**config.mk**
```make
export PLATFORM = sky130hd
export DESIGN_NAME = caesar_stream_codec
export DESIGN_NICKNAME = d
export VERILOG_FILES = /design/src/rtl/caesar_stream_codec.sv
export SDC_FILE = /design/constraint.sdc
export NUM_CORES = 1
export LEC_CHECK = 0
export ABC_AREA = 1
export CELL_PAD_IN_SITES_DETAIL_PLACEMENT = 1
export CELL_PAD_IN_SITES_GLOBAL_PLACEMENT = 1
export CORE_ASPECT_RATIO = 1.2
export CORE_MARGIN = 2
export CORE_UTILIZATION = 40
export CTS_CLUSTER_DIAMETER = 200
export DETAILED_ROUTE_END_ITERATION = 10
export DONT_BUFFER_PORTS = 1
export PLACE_DENSITY = 0.75
export REMOVE_ABC_BUFFERS = 1
export SLEW_MARGIN = 20
export SYNTH_ARGS = -nofsm -noshare
export SYNTH_HDL_FRONTEND = slang
export SYNTH_SLANG_ARGS = --single-unit
```
**constraint.sdc**
```tcl
create_clock -name clk -period 4.5 [get_ports clk]
set_clock_uncertainty 0.05 [all_clocks]
set_input_delay 0.9 -clock clk [delete_from_list [all_inputs] [get_ports clk]]
set_output_delay 0.9 -clock clk [all_outputs]
set_load 0.01 [all_outputs]
```
**src/rtl/caesar_stream_codec.sv**
```systemverilog
// caesar_stream_codec: streaming Caesar/Vigenere byte codec with a programmable rotating key table
module caesar_stream_codec #(
    parameter int KEY_DEPTH = 4,
    parameter bit PASS_NONALPHA = 1'b1,
    localparam int IW = KEY_DEPTH > 1 ? $clog2(KEY_DEPTH) : 1
) (
    input  logic          clk,
    input  logic          rst,
    input  logic          cfg_key_we,
    input  logic [IW-1:0] cfg_addr,
    input  logic [4:0]    cfg_shift,
    input  logic          cfg_len_we,
    input  logic [IW:0]   cfg_len,
    input  logic          in_valid,
    output logic          in_ready,
    input  logic [7:0]    in_data,
    input  logic          in_mode,
    input  logic          in_last,
    output logic          out_valid,
    input  logic          out_ready,
    output logic [7:0]    out_data,
    output logic          out_last
);
    logic [4:0] key [KEY_DEPTH];
    logic [IW:0] len, len_w;
    logic [IW-1:0] idx;
    logic accept, is_lower, is_upper, letter;
    logic [4:0] k, s;
    logic [7:0] base, sum, coded;

    assign in_ready = !out_valid || out_ready;

    always_comb begin
        accept = in_valid && in_ready;
        is_lower = in_data >= 8'h61 && in_data <= 8'h7a;
        is_upper = in_data >= 8'h41 && in_data <= 8'h5a;
        letter = is_lower || is_upper;
        base = is_lower ? 8'h61 : 8'h41;
        k = key[idx];
        s = in_mode && k != 5'd0 ? 5'd26 - k : k;
        // adding the shift to the raw byte cannot overflow: 'z' + 25 < 0x100
        sum = in_data + {3'b000, s};
        coded = !letter ? (PASS_NONALPHA ? in_data : 8'h20) : sum > base + 8'd25 ? sum - 8'd26 : sum;
        len_w = cfg_len == '0 ? (IW+1)'(1) : cfg_len > (IW+1)'(KEY_DEPTH) ? (IW+1)'(KEY_DEPTH) : cfg_len;
    end

    always_ff @(posedge clk) begin
        if (rst) begin
            out_valid <= 1'b0;
            out_data <= '0;
            out_last <= 1'b0;
            key <= '{default: '0};
            len <= (IW+1)'(1);
            idx <= '0;
        end else begin
            if (accept) begin
                out_valid <= 1'b1;
                out_data <= coded;
                out_last <= in_last;
            end else if (out_ready) begin
                out_valid <= 1'b0;
            end
            if (cfg_key_we && int'(cfg_addr) < KEY_DEPTH)
                key[cfg_addr] <= cfg_shift >= 5'd26 ? cfg_shift - 5'd26 : cfg_shift;
            if (cfg_len_we)
                len <= len_w;
            // a message boundary or a new key length restarts the key rotation
            if (cfg_len_we || (accept && in_last))
                idx <= '0;
            else if (accept && letter)
                idx <= {1'b0, idx} + 1'b1 >= len ? '0 : idx + 1'b1;
        end
    end
endmodule
```
# Word level (Yosys, flattened, before mapping)
# Index checks and enable logic that the tools add are counted.
[word_totals]
register_bits = 35
latch_bits = 0
ramBits = 0
rom_bits = 0
elab_cells = 60
mem_count = 0
[classes]
add_sub_neg = 7
mul = 0
div = 0
order_cmp = 11
eq_ne = 0
n_shift = 0
mux = 16
n_bitwise = 2
reduce_logical = 15
[ops]
columns = ["op", "count"]
rows = [
  ["5-bit 2-to-1 mux", 5],
  ["20-bit bitwise mux", 1],
  ["8-bit by 7-bit >= comparator with 1-bit output (second input constant)", 2],
  ["8-bit by 7-bit less-or-equal comparator with 1-bit output (second input constant)", 2],
  ["8-bit 2-to-1 mux", 2],
  ["5-bit binary-select mux with 2-bit select", 1],
  ["5-bit demux with 2-bit select", 1],
  ["7-bit by 5-bit adder with 8-bit output (second input constant)", 1],
  ["8-bit by 5-bit adder with 8-bit output", 1],
  ["8-bit greater-than comparator", 1],
  ["8-bit by 5-bit subtractor with 8-bit output (second input constant)", 1],
  ["1-bit logical AND", 7],
  ["3-bit >= comparator (second input constant)", 2],
  ["3-bit 2-to-1 mux", 2],
  ["6-bit 2-to-1 mux", 1],
  ["2-bit inverter with 3-bit output", 2],
  ["5-bit >= comparator (second input constant)", 1],
  ["5-bit nonzero test", 1],
  ["5-bit subtractor (first input constant)", 1],
  ["5-bit subtractor (second input constant)", 1],
  ["2-bit by 1-bit adder with 3-bit output (second input constant)", 1],
  ["3-bit >= comparator", 1],
  ["3-bit greater-than comparator (second input constant)", 1],
  ["3-bit logical NOT", 1],
  ["other kinds (8)", 11],
]

# Logic depth before layout (Yosys ltp)
# Gate-level depths: netlist of the first run.
[logic_depth]
word_depth = 11
depth_mapped = 26
mapped_depth_nobuf = 26

# Worst setup path before layout of the first run
# No wires, ideal clock.
[synth_path]
path_type = "register to register"
start = "register idx[0]"
end = "register out_data[3]"
setup_time_ps = 133
arrival_time_ps = 3287
setup_slack_ps = 1029
stages_incl_launch_ff = 24
path_buffers = 1
cell_sequence = "dfxtp_1 > buf_4 > nand2_1 > a32oi_1 > inv_1 > ha_1 > a41oi_1 > o21ai_0 > xor2_1 > ha_1 > a21oi_2 > inv_1 > nand2_1 > nand2_1 > nand2_1 > nand2_2 > a21oi_4 > nand3_2 > nand2_4 > nand2_4 > nand2_1 > nand3_1 > nand2_1 > a21oi_2"
[synth_via]
elab_chain_cells = 11
elab_cells_between_ends = 13
[synth_rtl]
columns = ["element", "line", "rtl"]
rows = [
  ["start, declared", "26", "logic [IW-1:0] idx;"],
  ["start signal, assigned", "71", "idx <= {1'b0, idx} + 1'b1 >= len ? '0 : idx + 1'b1;"],
  ["2-bit inverter with 3-bit output (not written as such) (*)", "39", "k = key[idx];"],
  ["5-bit binary-select mux with 2-bit select (*)", "39", ""],
  ["5-bit 2-to-1 mux (not written as such) (*) (2 in series)", "39", ""],
  ["branches (longest 2 deep; another with 5-bit subtractor)", "-", ""],
  ["5-bit 2-to-1 mux (*)", "40", "s = in_mode && k != 5'd0 ? 5'd26 - k : k;"],
  ["8-bit by 5-bit adder with 8-bit output (*)", "42", "sum = in_data + {3'b000, s};"],
  ["8-bit by 5-bit subtractor with 8-bit output or 8-bit greater-than comparator (tied branches)", "43", "coded = !letter ? (PASS_NONALPHA ? in_data : 8'h20) : sum > base + 8'd25 ? sum - 8'd26 : sum;"],
  ["8-bit 2-to-1 mux (*) (2 in series)", "43", ""],
  ["end signal, assigned", "58", "out_data <= coded;"],
  ["end, declared", "21", "output logic [7:0] out_data,"],
]
# Mark *: on every way between the ends. The select of a mux whose other input is x is not followed.
# A chain may end at the register's enable or synchronous reset.

# Final worst setup path of the first run
[layout_path]
start = "register idx[1]"
end = "register out_data[3]"
# The elaborated chain is that of the path after synthesis.

==> results.md, run 1 <==
* Clk Tree Root Cell: clkbuf_8
* CP required at 4.64 ns
* Via count at 2293
* Bufs and invs on worst path at 3
* Sequential power share at 39.0%
* CP Max Fanout at 10
* CP Cell Sequence: clkinv_1 > a32oi_1 > inv_1 > ha_1 > a41oi_1 > o21ai_0 > xor2_1 > ha_1 > a21oi_2 > inv_1 > nand2_1 > nand2_1 > nand2_1 > nand2_2 > a21oi_4 > nand3_2 > nand2_4 > nand2_4 > nand2_1 > nand3_1 > nand2_1 > a21oi_2
* Setup tns final at 0 ns
* Total Routing Usage GR at 21.5%
* Min Tclk post-route at 4.01 ns
* CTS tree: built
* Max incr delay on CP at 0.40 ns
* Worst path slowest cell: a32oi_1
* Arr. time, crit path at 4.16 ns
* Pin count of the biggest net entering global routing at 22
* Status: complete, no violations
* Seq cells post-synth at 35
* FF-to-FF Start: idx[1]
* Netlist cell types at 38
* Final WL at 6500 um
* RSZ-0062 raised after global routing: false
* Fin. max-slew vios at 0
* Row cnt at 31
* Die X at 75.1 um
* Vias per cell at 5.24
* Synth Cell Area at 2420 um2
* Diode count at 0
* Max cap viols at 0
* Peak supply drop at 0.159 mV
* Total CTS buffers at 5
* Cts hold-fix bufs at 0
* Initial antenna violation count at 0
* Starting density of the core at 40.9%
* First-pass GRT wire length at 11000 um
* Clock Latency Late Sink at 0.29 ns
* Final estimated routing congestion in global placement at 0.816
* Ports at 37
* Vias in the first global route at 2463
* Placed Cells at 430
* Startpoint Class: flip-flop
* Static Leak at 1.18 nW
* Pint at 0.000567 W
* Layout Cells excl Fill at 438
* Worst-margin pin slew at 0.997 ns
* Hold Fails Final Rpt at 0
* Post-synthesis sequential area ratio at 28.9%
* Post-Syn Area per Cell at 6.91 um2
* Height of the die at 89.3 um
* First-pass iteration count of the detailed router at 5
* CP Depth at 22
* Post-synth EDFFs at 0
* Fraction of layout instances using a drive strength above 1 at 13.2%
* Commonest non-fill, non-tap cells in the layout: nand2_1, inv_1, a21oi_1, dfxtp_1, o21ai_0
* Drt drc at 0
* Critical Path End Type: flip-flop
* Most used DFF post-synth: dfxtp_1
* Final ANT Viol Nets at 0
* DRT iter0 DRCs at 82
* Post-DP HPWL at 5220 um
* Slew headroom at 33.0%
* Worst Setup SP: idx[1]
* Clk pwr share at 29.6%
* Die Area at 6700 um2
* Overflow after GRT at 0
* Logic gate share of total power at 31.5%
* Crit path max-delay family: compound AO/OA/AOI/OAI gates
* Nets at 396
* CP Capture Point: out_data[3]
* Hold crit path type: flip-flop to flip-flop
* PwrDens at 335 nW/um2
* Reg2Reg Depth at 22
* Reg2Reg Capture Point: out_data[3]
* Hold Crit Depth at 2
* Fmax at 249 MHz
* Layout area overhead at 8.26%
* Setup slack, reg-to-reg at 0.49 ns
* Wirelength per Cell at 14.8 um
* Ys async rst share at 0%
* Port bufs at 0
* Switching Fraction at 35.5%
* H-Tree Depth at 2
* Core area at 5930 um2
* Clk buf depth at 2
* Final setup fails at 0
* Final period utilization at 89.2%
* Synth Instances at 351
* Crit Path Category: flip-flop to flip-flop
* Commonest non-fill, non-tap cell in the layout: nand2_1
* Most frequent CP cell: nand2_1
* Sinks on Clock Net at 35
* NetSw at 0.000311 W
* Yosys warnings at 0
* Clk pin slew, worst setup/hold paths at 0.08 ns
## layer usage
| layer | global-route usage [%] | up-vias | routed length, um |
|---|---|---|---|
| met4 | 6.33 | 0 | 103 |
| met5 | 0 | - | 0 |
| li1 | - | 1171 | - |
| met1 | 22.5 | 1085 | 2670 |
| met2 | 42.9 | 28 | 3590 |
| met3 | 3.04 | 9 | 135 |
## power by group through the flow
stage | logic (W) | clock network, W | registers [W]
after floorplan | 0.000225 | 0 | 0.000346
after global placement | 0.000268 | 0 | 0.000349
after detailed placement | 0.000278 | 0 | 0.000349
after CTS | 0.000279 | 0.000267 | 0.000342
after global routing | 0.000311 | 0.000278 | 0.000344
final | 0.000276 | 0.000260 | 0.000342
## per-stage QoR
step	cell area (um2)	setup slack, ns	util, %	hold slack (ns)	total power, W
floorplan	2400	1.04	-	0.388	0.000571
global placement	2520	0.606	42.5	0.402	0.000618
detailed placement	2520	0.421	42.5	0.415	0.000627
CTS	2620	0.414	44.2	0.433	0.000888
global route	2630	0.0176	44.2	0.474	0.000934
finish	2630	0.487	44.2	0.426	0.000878
## logic make-up (layout without fill, tap and decap cells)
group,count (synthesis),in the layout,share of synthesized area [%]
fa+ha+maj,15,15,8.05
simple gates,143,143,28.2
compound gates,92,92,22.7
xor+xnor,7,7,2.84
buf+inv,59,64,9.29
flops,35,35,28.9
## area by class of cell
cell class	instances	area (um2)
repair buffers	2	15.0
fillers	809	3310
flip-flops and latches	35	702
clock buffers	7	96.3
multi-input cells	257	1500
well taps	82	103
inverters	54	203
clock inverters	1	7.51
## state kept, by name, summed over array words and instances (netlist names)
| register | cells |
|---|---|
| out_last | 1 |
| out_data | 8 |
| key | 20 |
| idx | 2 |
| out_valid | 1 |
| len | 3 |
## how the worst min path moves through the flow
stage / to / startpoint / slack, ns
finish: len[0] / len[0] / 0.43
global route: len[0] / len[0] / 0.47
CTS: len[1] / len[1] / 0.43
detailed placement: len[0] / len[0] / 0.42
global placement: len[1] / len[1] / 0.40
floorplan: len[1] / len[1] / 0.39
## synth_stat cells (2+ instances only)
master | count | area share, %
a32oi_1 | 2 | 0.72
xnor2_1 | 3 | 1.1
nand2_4 | 3 | 1.4
inv_2 | 4 | 0.62
dfxtp_1 | 35 | 29
a32o_1 | 2 | 0.83
nand2_1 | 68 | 11
a21oi_2 | 6 | 2.2
clkinv_1 | 3 | 0.46
o21ai_0 | 31 | 6.4
a211oi_1 | 3 | 0.93
a21oi_4 | 2 | 1.3
inv_1 | 47 | 7.3
ha_1 | 14 | 7.2
nand3_2 | 4 | 1.7
nor2_2 | 3 | 0.77
nand3_1 | 20 | 4.1
nor2_1 | 24 | 3.7
clkbuf_1 | 3 | 0.46
nand2_2 | 9 | 2.3
xor2_1 | 3 | 1.1
nor3_1 | 4 | 0.83
nand4_1 | 4 | 1.0
o211ai_1 | 4 | 1.2
a21oi_1 | 37 | 7.6
## worst reg2reg max path: cells and delay by family, from the launching register on
family,cells,cell delay (ns)
AOI/OAI and AO/OA,6,1.41
xor gates and xnor gates,1,0.19
adders and majority gates,2,0.59
buffers and inverters,3,0.44
DFF,1,0.38
and+or+nand+nor,10,0.85
## repair_timing
action,4_1_cts,5_1_grt
setup endpoints to repair,0,3
resized for setup,0,1
endpoints found under the hold margin,0,0
buffers inserted,0,0
No activity file was read; power rests on OpenSTA's default activity.
==> run 2, diff against run 1 <==
ABC_AREA = 0   (was 1)
PLACE_DENSITY = 0.72   (was 0.75)
==> run 2 against run 1 <==
  * Power shrank 14%
  * Clock-buffer cell count fell by 2
  * Non-clock buffer count increased by 11
  * Global-route usage decreased by 1.8 points
  * Area after synthesis shrank 1.9%
  * Combinational power shrank 29%
  * Maximum frequency decreased by 6.3%
  * Worst hold slack lost 0.00087 ns
  * Clock power decreased by 14%
  * Register-to-register slack got worse by 0.27 ns
  * First-iteration DRC count grew 13%
==> results.md, run 2 <==
* Max reg flops at 20 (unchanged)
* Dominant cell type by area after synthesis: dfxtp_1 (unchanged)
* Most frequent cells after synthesis: nor2_1, dfxtp_1, nand2_1 (was nand2_1, inv_1, a21oi_1)
* Layout area overhead at 13.0% (was 8.26%)
* Hold Fails Final Rpt at 0 (unchanged)
* Yosys warnings at 0 (unchanged)
* CTS tree: built (unchanged)
* Vias in the first global route at 2144 (was 2463)
* Startpoint Class: flip-flop (unchanged)
* Total Routing Usage GR at 19.6% (was 21.5%)
* Top-area cell type share of the netlist area at 29.5% (was 28.9%)
* Commonest non-fill, non-tap cell in the layout: nor2_1 (was nand2_1)
* Diode count at 0 (unchanged)
* CP Cell Sequence: mux4_2 > inv_1 > ha_1 > inv_1 > o41ai_2 > buf_4 > inv_1 > nand2_1 > xnor2_2 > ha_1 > nor2b_2 > o211ai_1 > nand3_2 > a2111oi_4 > a211o_2 > o311ai_4 > buf_4 > nor4_1 > a2111oi_2 (was clkinv_1 > a32oi_1 > inv_1 > ha_1 > a41oi_1 > o21ai_0 > xor2_1 > ha_1 > a21oi_2 > inv_1 > nand2_1 > nand2_1 > nand2_1 > nand2_2 > a21oi_4 > nand3_2 > nand2_4 > nand2_4 > nand2_1 > nand3_1 > nand2_1 > a21oi_2)
* CP Capture Point: out_data[6] (was out_data[3])
* Post-DP HPWL at 4640 um (was 5220 um)
* Status: complete, no violations (unchanged)
* CP required at 4.62 ns (was 4.64 ns)
* Seq cells post-synth at 35 (unchanged)
* Multi-input gate area at 1640 um2 (was 1500 um2)
* Clk buf depth at 2 (unchanged)
* Die X at 74.4 um (was 75.1 um)
* Fraction of layout instances using a drive strength above 1 at 17.6% (was 13.2%)
* Reg2Reg Depth at 19 (was 22)
* Setup tns final at 0 ns (unchanged)
* H-Tree Depth at 2 (unchanged)
* DRT iter0 DRCs at 93 (was 82)
* Area contributors post-synth: dfxtp_1, mux2i_1, ha_1 (was dfxtp_1, nand2_1, a21oi_1)
* Worst path slowest cell: mux4_2 (was a32oi_1)
* Setup WS post-layout at 0.218 ns (was 0.487 ns)
* Top flop regs: key: 20 flops, out_data: 8 flops, len: 3 flops (unchanged)
* Worst Setup SP: idx[0] (was idx[1])
* PwrDens at 281 nW/um2 (was 335 nW/um2)
* Worst-margin pin slew at 0.655 ns (was 0.997 ns)
* Overflow after GRT at 0 (unchanged)
* Hold crit path type: flip-flop to flip-flop (unchanged)
* Final WL at 6010 um (was 6500 um)
* Height of the die at 88.5 um (was 89.3 um)
* Vias per cell at 5.53 (was 5.24)
* Biggest register: key (unchanged)
* Clock Latency Late Sink at 0.29 ns (about the same)
* Final period utilization at 95.2% (was 89.2%)
* Ys async rst share at 0% (unchanged)
* Most used DFF post-synth: dfxtp_1 (unchanged)
* Drt drc at 0 (unchanged)
* Pin count of the biggest net entering global routing at 36 (was 22)
* Final ANT Viol Nets at 0 (unchanged)
* Reg2Reg Capture Point: out_data[6] (was out_data[3])
* First-pass GRT wire length at 9880 um (was 11000 um)
* Synth Instances at 276 (was 351)
* Crit Path Category: flip-flop to flip-flop (unchanged)
* CP Max Fanout at 6 (was 10)
* Register Area at 704 um2 (was 702 um2)
* Post-Syn Area per Cell at 8.62 um2 (was 6.91 um2)
* Setup slack, reg-to-reg at 0.22 ns (was 0.49 ns)
* Critical Path End Type: flip-flop (unchanged)
* Core area at 5710 um2 (was 5930 um2)
* Starting density of the core at 41.7% (was 40.9%)
* Die Area at 6580 um2 (was 6700 um2)
* Max cap viols at 0 (unchanged)
* Final estimated routing congestion in global placement at 0.850 (was 0.816)
* Min Tclk post-route at 4.28 ns (was 4.01 ns)
* Synth Cell Area at 2380 um2 (was 2420 um2)
* Netlist cell types at 55 (was 38)
* First-pass iteration count of the detailed router at 4 (was 5)
* Static Leak at 1.15 nW (was 1.18 nW)
* Port bufs at 0 (unchanged)
* Initial antenna violation count at 0 (unchanged)
* Sinks on Clock Net at 35 (unchanged)
* Clk Tree Root Cell: clkbuf_8 (unchanged)
* Most frequent CP cell: inv_1 (was nand2_1)
* Ports at 37 (unchanged)
* Dpl ws at 0.00315 ns (was 0.421 ns)
* Cts hold-fix bufs at 0 (unchanged)
* Peak supply drop at 0.198 mV (was 0.159 mV)
* Top-count cell post-synth: nor2_1 (was nand2_1)
* Post-synth EDFFs at 0 (unchanged)
* Max incr delay on CP at 0.50 ns (was 0.40 ns)
* Post-synthesis sequential area ratio at 29.5% (was 28.9%)
* Total CTS buffers at 5 (unchanged)
* Fin. max-slew vios at 0 (unchanged)
* Nets at 329 (was 396)
* Via count at 2042 (was 2293)
* Overall power at 0.000756 W (was 0.000878 W)
* # fillers at 706 (was 809)
* Final core area utilization at 47.1% (was 44.2%)
* FF-to-FF Start: idx[0] (was idx[1])
* Arr. time, crit path at 4.40 ns (was 4.16 ns)
* Wirelength per Cell at 16.3 um (was 14.8 um)
* Slew headroom at 56.0% (was 33.0%)
* Fmax at 234 MHz (was 249 MHz)
* Clk pin slew, worst setup/hold paths at 0.08 ns (about the same)
* Row cnt at 30 (was 31)
* Commonest non-fill, non-tap cells in the layout: nor2_1, dfxtp_1, nand2_1, a21oi_1, mux2i_1 (was nand2_1, inv_1, a21oi_1, dfxtp_1, o21ai_0)
* Final setup fails at 0 (unchanged)
## run 2: cell count changes after synthesis, moves of 5 or more
cell,change
o21ai_0,-27
a21oi_2,-6
nor2_1,+12
a21o_1,+5
mux4_2,+5
a21oi_1,-17
inv_1,-30
nand2_2,-9
nand2_1,-42
mux2i_1,+18
nand3_1,-15
## run 2: critical path, delay by kind of cell (launching register included)
| kind | cells | cell delay [ns] |
|---|---|---|
| flip-flops | 1 | 0.37 |
| AO/OA/AOI/OAI | 6 | 1.45 |
| multiplexers | 1 | 0.50 |
| AND/OR/NAND/NOR | 4 | 0.72 |
| adder cells (fa/ha/maj) | 2 | 0.47 |
| buffers and inverters | 5 | 0.52 |
| XOR/XNOR | 1 | 0.08 |
## run 2: cell families after synthesis
kind of cell / synth area share [%]
AOI/OAI and AO/OA: 21.5
xor gates and xnor gates: 3.68
adders and majority gates: 8.21
buffers and inverters: 4.00
DFF: 29.5
muxes: 12.3
and+or+nand+nor: 20.8
## run 2: stage by stage
stage / hold slack, ns / instances / area [um2]
after floorplan: 0.392 / 268 / 2350
after global placement: 0.414 / 357 / 2510
after detailed placement: 0.412 / 357 / 2510
after CTS: 0.434 / 365 / 2600
after global routing: 0.452 / 369 / 2690
final: 0.425 / 369 / 2690
## run 2: area by class of cell
class,count,area share (%)
timing repair buffer,13,3.63
sequential,35,26.2
inverter,17,2.37
multi-input combinational,216,60.9
clock inverter,3,0.559
tap,80,3.72
clock buffer,5,2.56
## run 2: how the worst min path moves through the flow
| stage | slack, ns | end | cells after the start | from |
|---|---|---|---|---|
| 2_1_floorplan | 0.39 | len[0] | 2 | len[0] |
| 3_3_place_gp | 0.41 | len[0] | 2 | len[0] |
| 3_5_place_dp | 0.41 | len[0] | 2 | len[0] |
| 4_1_cts | 0.43 | len[0] | 2 | len[0] |
| 5_1_grt | 0.45 | len[0] | 2 | len[0] |
| 6_report | 0.43 | len[0] | 2 | len[0] |
## run 2: timing repair
item                       CTS  global route
resized for setup            1             9
pin swaps                    0             6
cloned                       0             0
setup buffers                0             4
setup endpoints to repair    1             4
## run 2: power by group
group | internal (W) | switching (W)
clock network | 0.000106 | 0.000118
logic | 0.0000901 | 0.000105
registers | 0.000324 | 0.0000127
## run 2: per-layer routing
metal  track usage [%]  wire length [um]
met1              23.3              2580
met2              35.1              3120
met3              3.99               204
met4              6.49                98
met5                 0                 0
==> run 3, diff against run 2 <==
SLEW_MARGIN = 0   (was 20)
==> run 3 against run 2 <==
  * First-iteration DRC count is the same
  * Global-route usage stayed put
  * Clock-buffer cell count is the same
  * Critical endpoint unchanged
  * Critical path type unchanged
  * Largest power group unchanged
==> results.md, run 3 (same netlist as run 2, synthesis figures left out) <==
* Status: complete, no violations (unchanged)
* Final estimated routing congestion in global placement at 0.850 (unchanged)
* Max reg flops at 20 (unchanged)
* Critical Path End Type: flip-flop (unchanged)
* Die X at 74.4 um (unchanged)
* Design Area, Final at 2680 um2 (was 2690 um2)
* CP required at 4.62 ns (about the same)
* Vias in the first global route at 2144 (unchanged)
* Row cnt at 30 (unchanged)
* Post-DP HPWL at 4640 um (unchanged)
* Clk buf depth at 2 (unchanged)
* Crit path max-delay family: compound AO/OA/AOI/OAI gates (unchanged)
* Nets at 329 (unchanged)
* Overflow after GRT at 0 (unchanged)
* CP Max Fanout at 6 (unchanged)
* Clk pin slew, worst setup/hold paths at 0.07 ns (was 0.08 ns)
* Core area at 5710 um2 (unchanged)
* CP Cell Sequence: mux4_2 > inv_1 > ha_1 > inv_1 > o41ai_2 > buf_4 > inv_1 > nand2_1 > xnor2_2 > ha_1 > nor2b_2 > o211ai_1 > nand3_2 > a2111oi_4 > a211o_2 > o311ai_4 > buf_4 > nor4_1 > a2111oi_2 (unchanged)
* Slew headroom at 25.7% (was 56.0%)
* Total CTS buffers at 5 (unchanged)
* Layout Cells excl Fill at 369 (unchanged)
* Commonest non-fill, non-tap cells in the layout: nor2_1, dfxtp_1, nand2_1, a21oi_1, mux2i_1 (unchanged)
* Sinks on Clock Net at 35 (unchanged)
* Final ANT Viol Nets at 0 (unchanged)
* Commonest non-fill, non-tap cell in the layout: nor2_1 (unchanged)
* DRT iter0 DRCs at 93 (unchanged)
* Max cap viols at 0 (unchanged)
* Worst-margin pin slew at 1.11 ns (was 0.655 ns)
* Final core area utilization at 47.0% (was 47.1%)
* Layout area overhead at 12.8% (was 13.0%)
* Initial antenna violation count at 0 (unchanged)
* Final setup fails at 0 (unchanged)
* Pin count of the biggest net entering global routing at 36 (unchanged)
* Diode count at 0 (unchanged)
* Max incr delay on CP at 0.50 ns (about the same)
* Clk Tree Root Cell: clkbuf_8 (unchanged)
* Fraction of layout instances using a drive strength above 1 at 17.3% (was 17.6%)
* Hold Fails Final Rpt at 0 (unchanged)
* Fmax at 234 MHz (about the same)
* Placed Instance Area at 2510 um2 (unchanged)
* CTS tree: built (unchanged)
* Biggest register: key (unchanged)
* Clock Latency Late Sink at 0.29 ns (about the same)
* PwrDens at 282 nW/um2 (was 281 nW/um2)
* Final period utilization at 95.0% (was 95.2%)
* Min Tclk post-route at 4.28 ns (about the same)
* Ports at 37 (unchanged)
* Placed Cells at 357 (unchanged)
* Crit Path Category: flip-flop to flip-flop (unchanged)
* Bufs and invs on worst path at 5 (unchanged)
* Hold crit path type: flip-flop to flip-flop (unchanged)
* Die Area at 6580 um2 (unchanged)
* Fin. max-slew vios at 0 (unchanged)
* Total Routing Usage GR at 19.6% (unchanged)
* Top flop regs: key: 20 flops, out_data: 8 flops, len: 3 flops (unchanged)
* First-pass GRT wire length at 9880 um (unchanged)
* Wirelength per Cell at 16.3 um (about the same)
* Height of the die at 88.5 um (unchanged)
* Starting density of the core at 41.7% (unchanged)
* Most frequent CP cell: inv_1 (unchanged)
* Drt drc at 0 (unchanged)
* Vias per cell at 5.56 (was 5.53)
* Startpoint Class: flip-flop (unchanged)
* Worst path slowest cell: mux4_2 (unchanged)
* Arr. time, crit path at 4.40 ns (about the same)
* Port bufs at 0 (unchanged)
* First-pass iteration count of the detailed router at 4 (unchanged)
* Peak supply drop at 0.197 mV (was 0.198 mV)
* Via count at 2050 (was 2042)
* Static Leak at 1.15 nW (about the same)
* Final WL at 6020 um (was 6010 um)
* H-Tree Depth at 2 (unchanged)
==> run 3: cell types whose count changed in the layout (fill, tap and decap cells not counted) <==
cell     change
nor3b_2      -1
nor3b_1      +1
==> run 3: report_power, final <==
| group | switching (W) | internal [W] | total [W] | leakage, nW |
|---|---|---|---|---|
| Clock | 0.000118 | 0.000106 | 0.000224 | 0.0477 |
| Sequential | 0.0000127 | 0.000324 | 0.000337 | 0.287 |
| Combinational | 0.000105 | 0.0000900 | 0.000195 | 0.817 |
==> run 3: worst paths after layout <==
path / slack (ns) / cells past startpoint / startpoint / to
worst max register to register: 0.22 / 19 / idx[0] / out_data[6]
worst min-delay path: 0.42 / 2 / len[0] / len[0]
worst max-delay path: 0.22 / 19 / idx[0] / out_data[6]
worst min register to register: 0.42 / 2 / len[0] / len[0]
==> run 3: cell type report <==
class                           count  area, um2
Clock buffer                        5       68.8
Clock inverter                      3       15.0
Fill cell                         707       3020
Inverter                           17       63.8
Multi-Input combinational cell    216       1630
Sequential cell                    35        704
Tap cell                           80        100
Timing Repair Buffer               13       97.6
==> run 3: timing repair <==
item	in CTS	in global routing
endpoints found under the setup margin	1	4
setup buffers	0	4
hold buffers	0	0
pin swaps	0	6
hold endpoints to repair	0	0
resized for setup	1	9
==> run 3: per-layer routing <==
| metal | track usage (%) | part of all wire (%) | up-vias |
|---|---|---|---|
| met2 | 35.1 | 52 | 31 |
| met5 | 0 | 0 | - |
| met1 | 23.3 | 43 | 988 |
| met3 | 3.99 | 3.3 | 7 |
| li1 | - | - | 1024 |
| met4 | 6.49 | 1.6 | 0 |
==> run 3: stage by stage <==
stage | worst slack (ns) | total power [W] | TNS (ns) | hold slack (ns)
2_1_floorplan | -0.0301 | 0.000480 | -0.0301 | 0.392
3_3_place_gp | 0.120 | 0.000522 | 0 | 0.414
3_5_place_dp | 0.00315 | 0.000526 | 0 | 0.412
4_1_cts | 0.0163 | 0.000752 | 0 | 0.434
5_1_grt | -0.0686 | 0.000800 | -0.168 | 0.452
6_report | 0.224 | 0.000756 | 0 | 0.425
==> run 3: tightest hold or removal path, delay by kind of cell, from the launching register on <==
kind | cells | cell delay [ns]
AO/OA/AOI/OAI | 2 | 0.12
flip-flops | 1 | 0.34
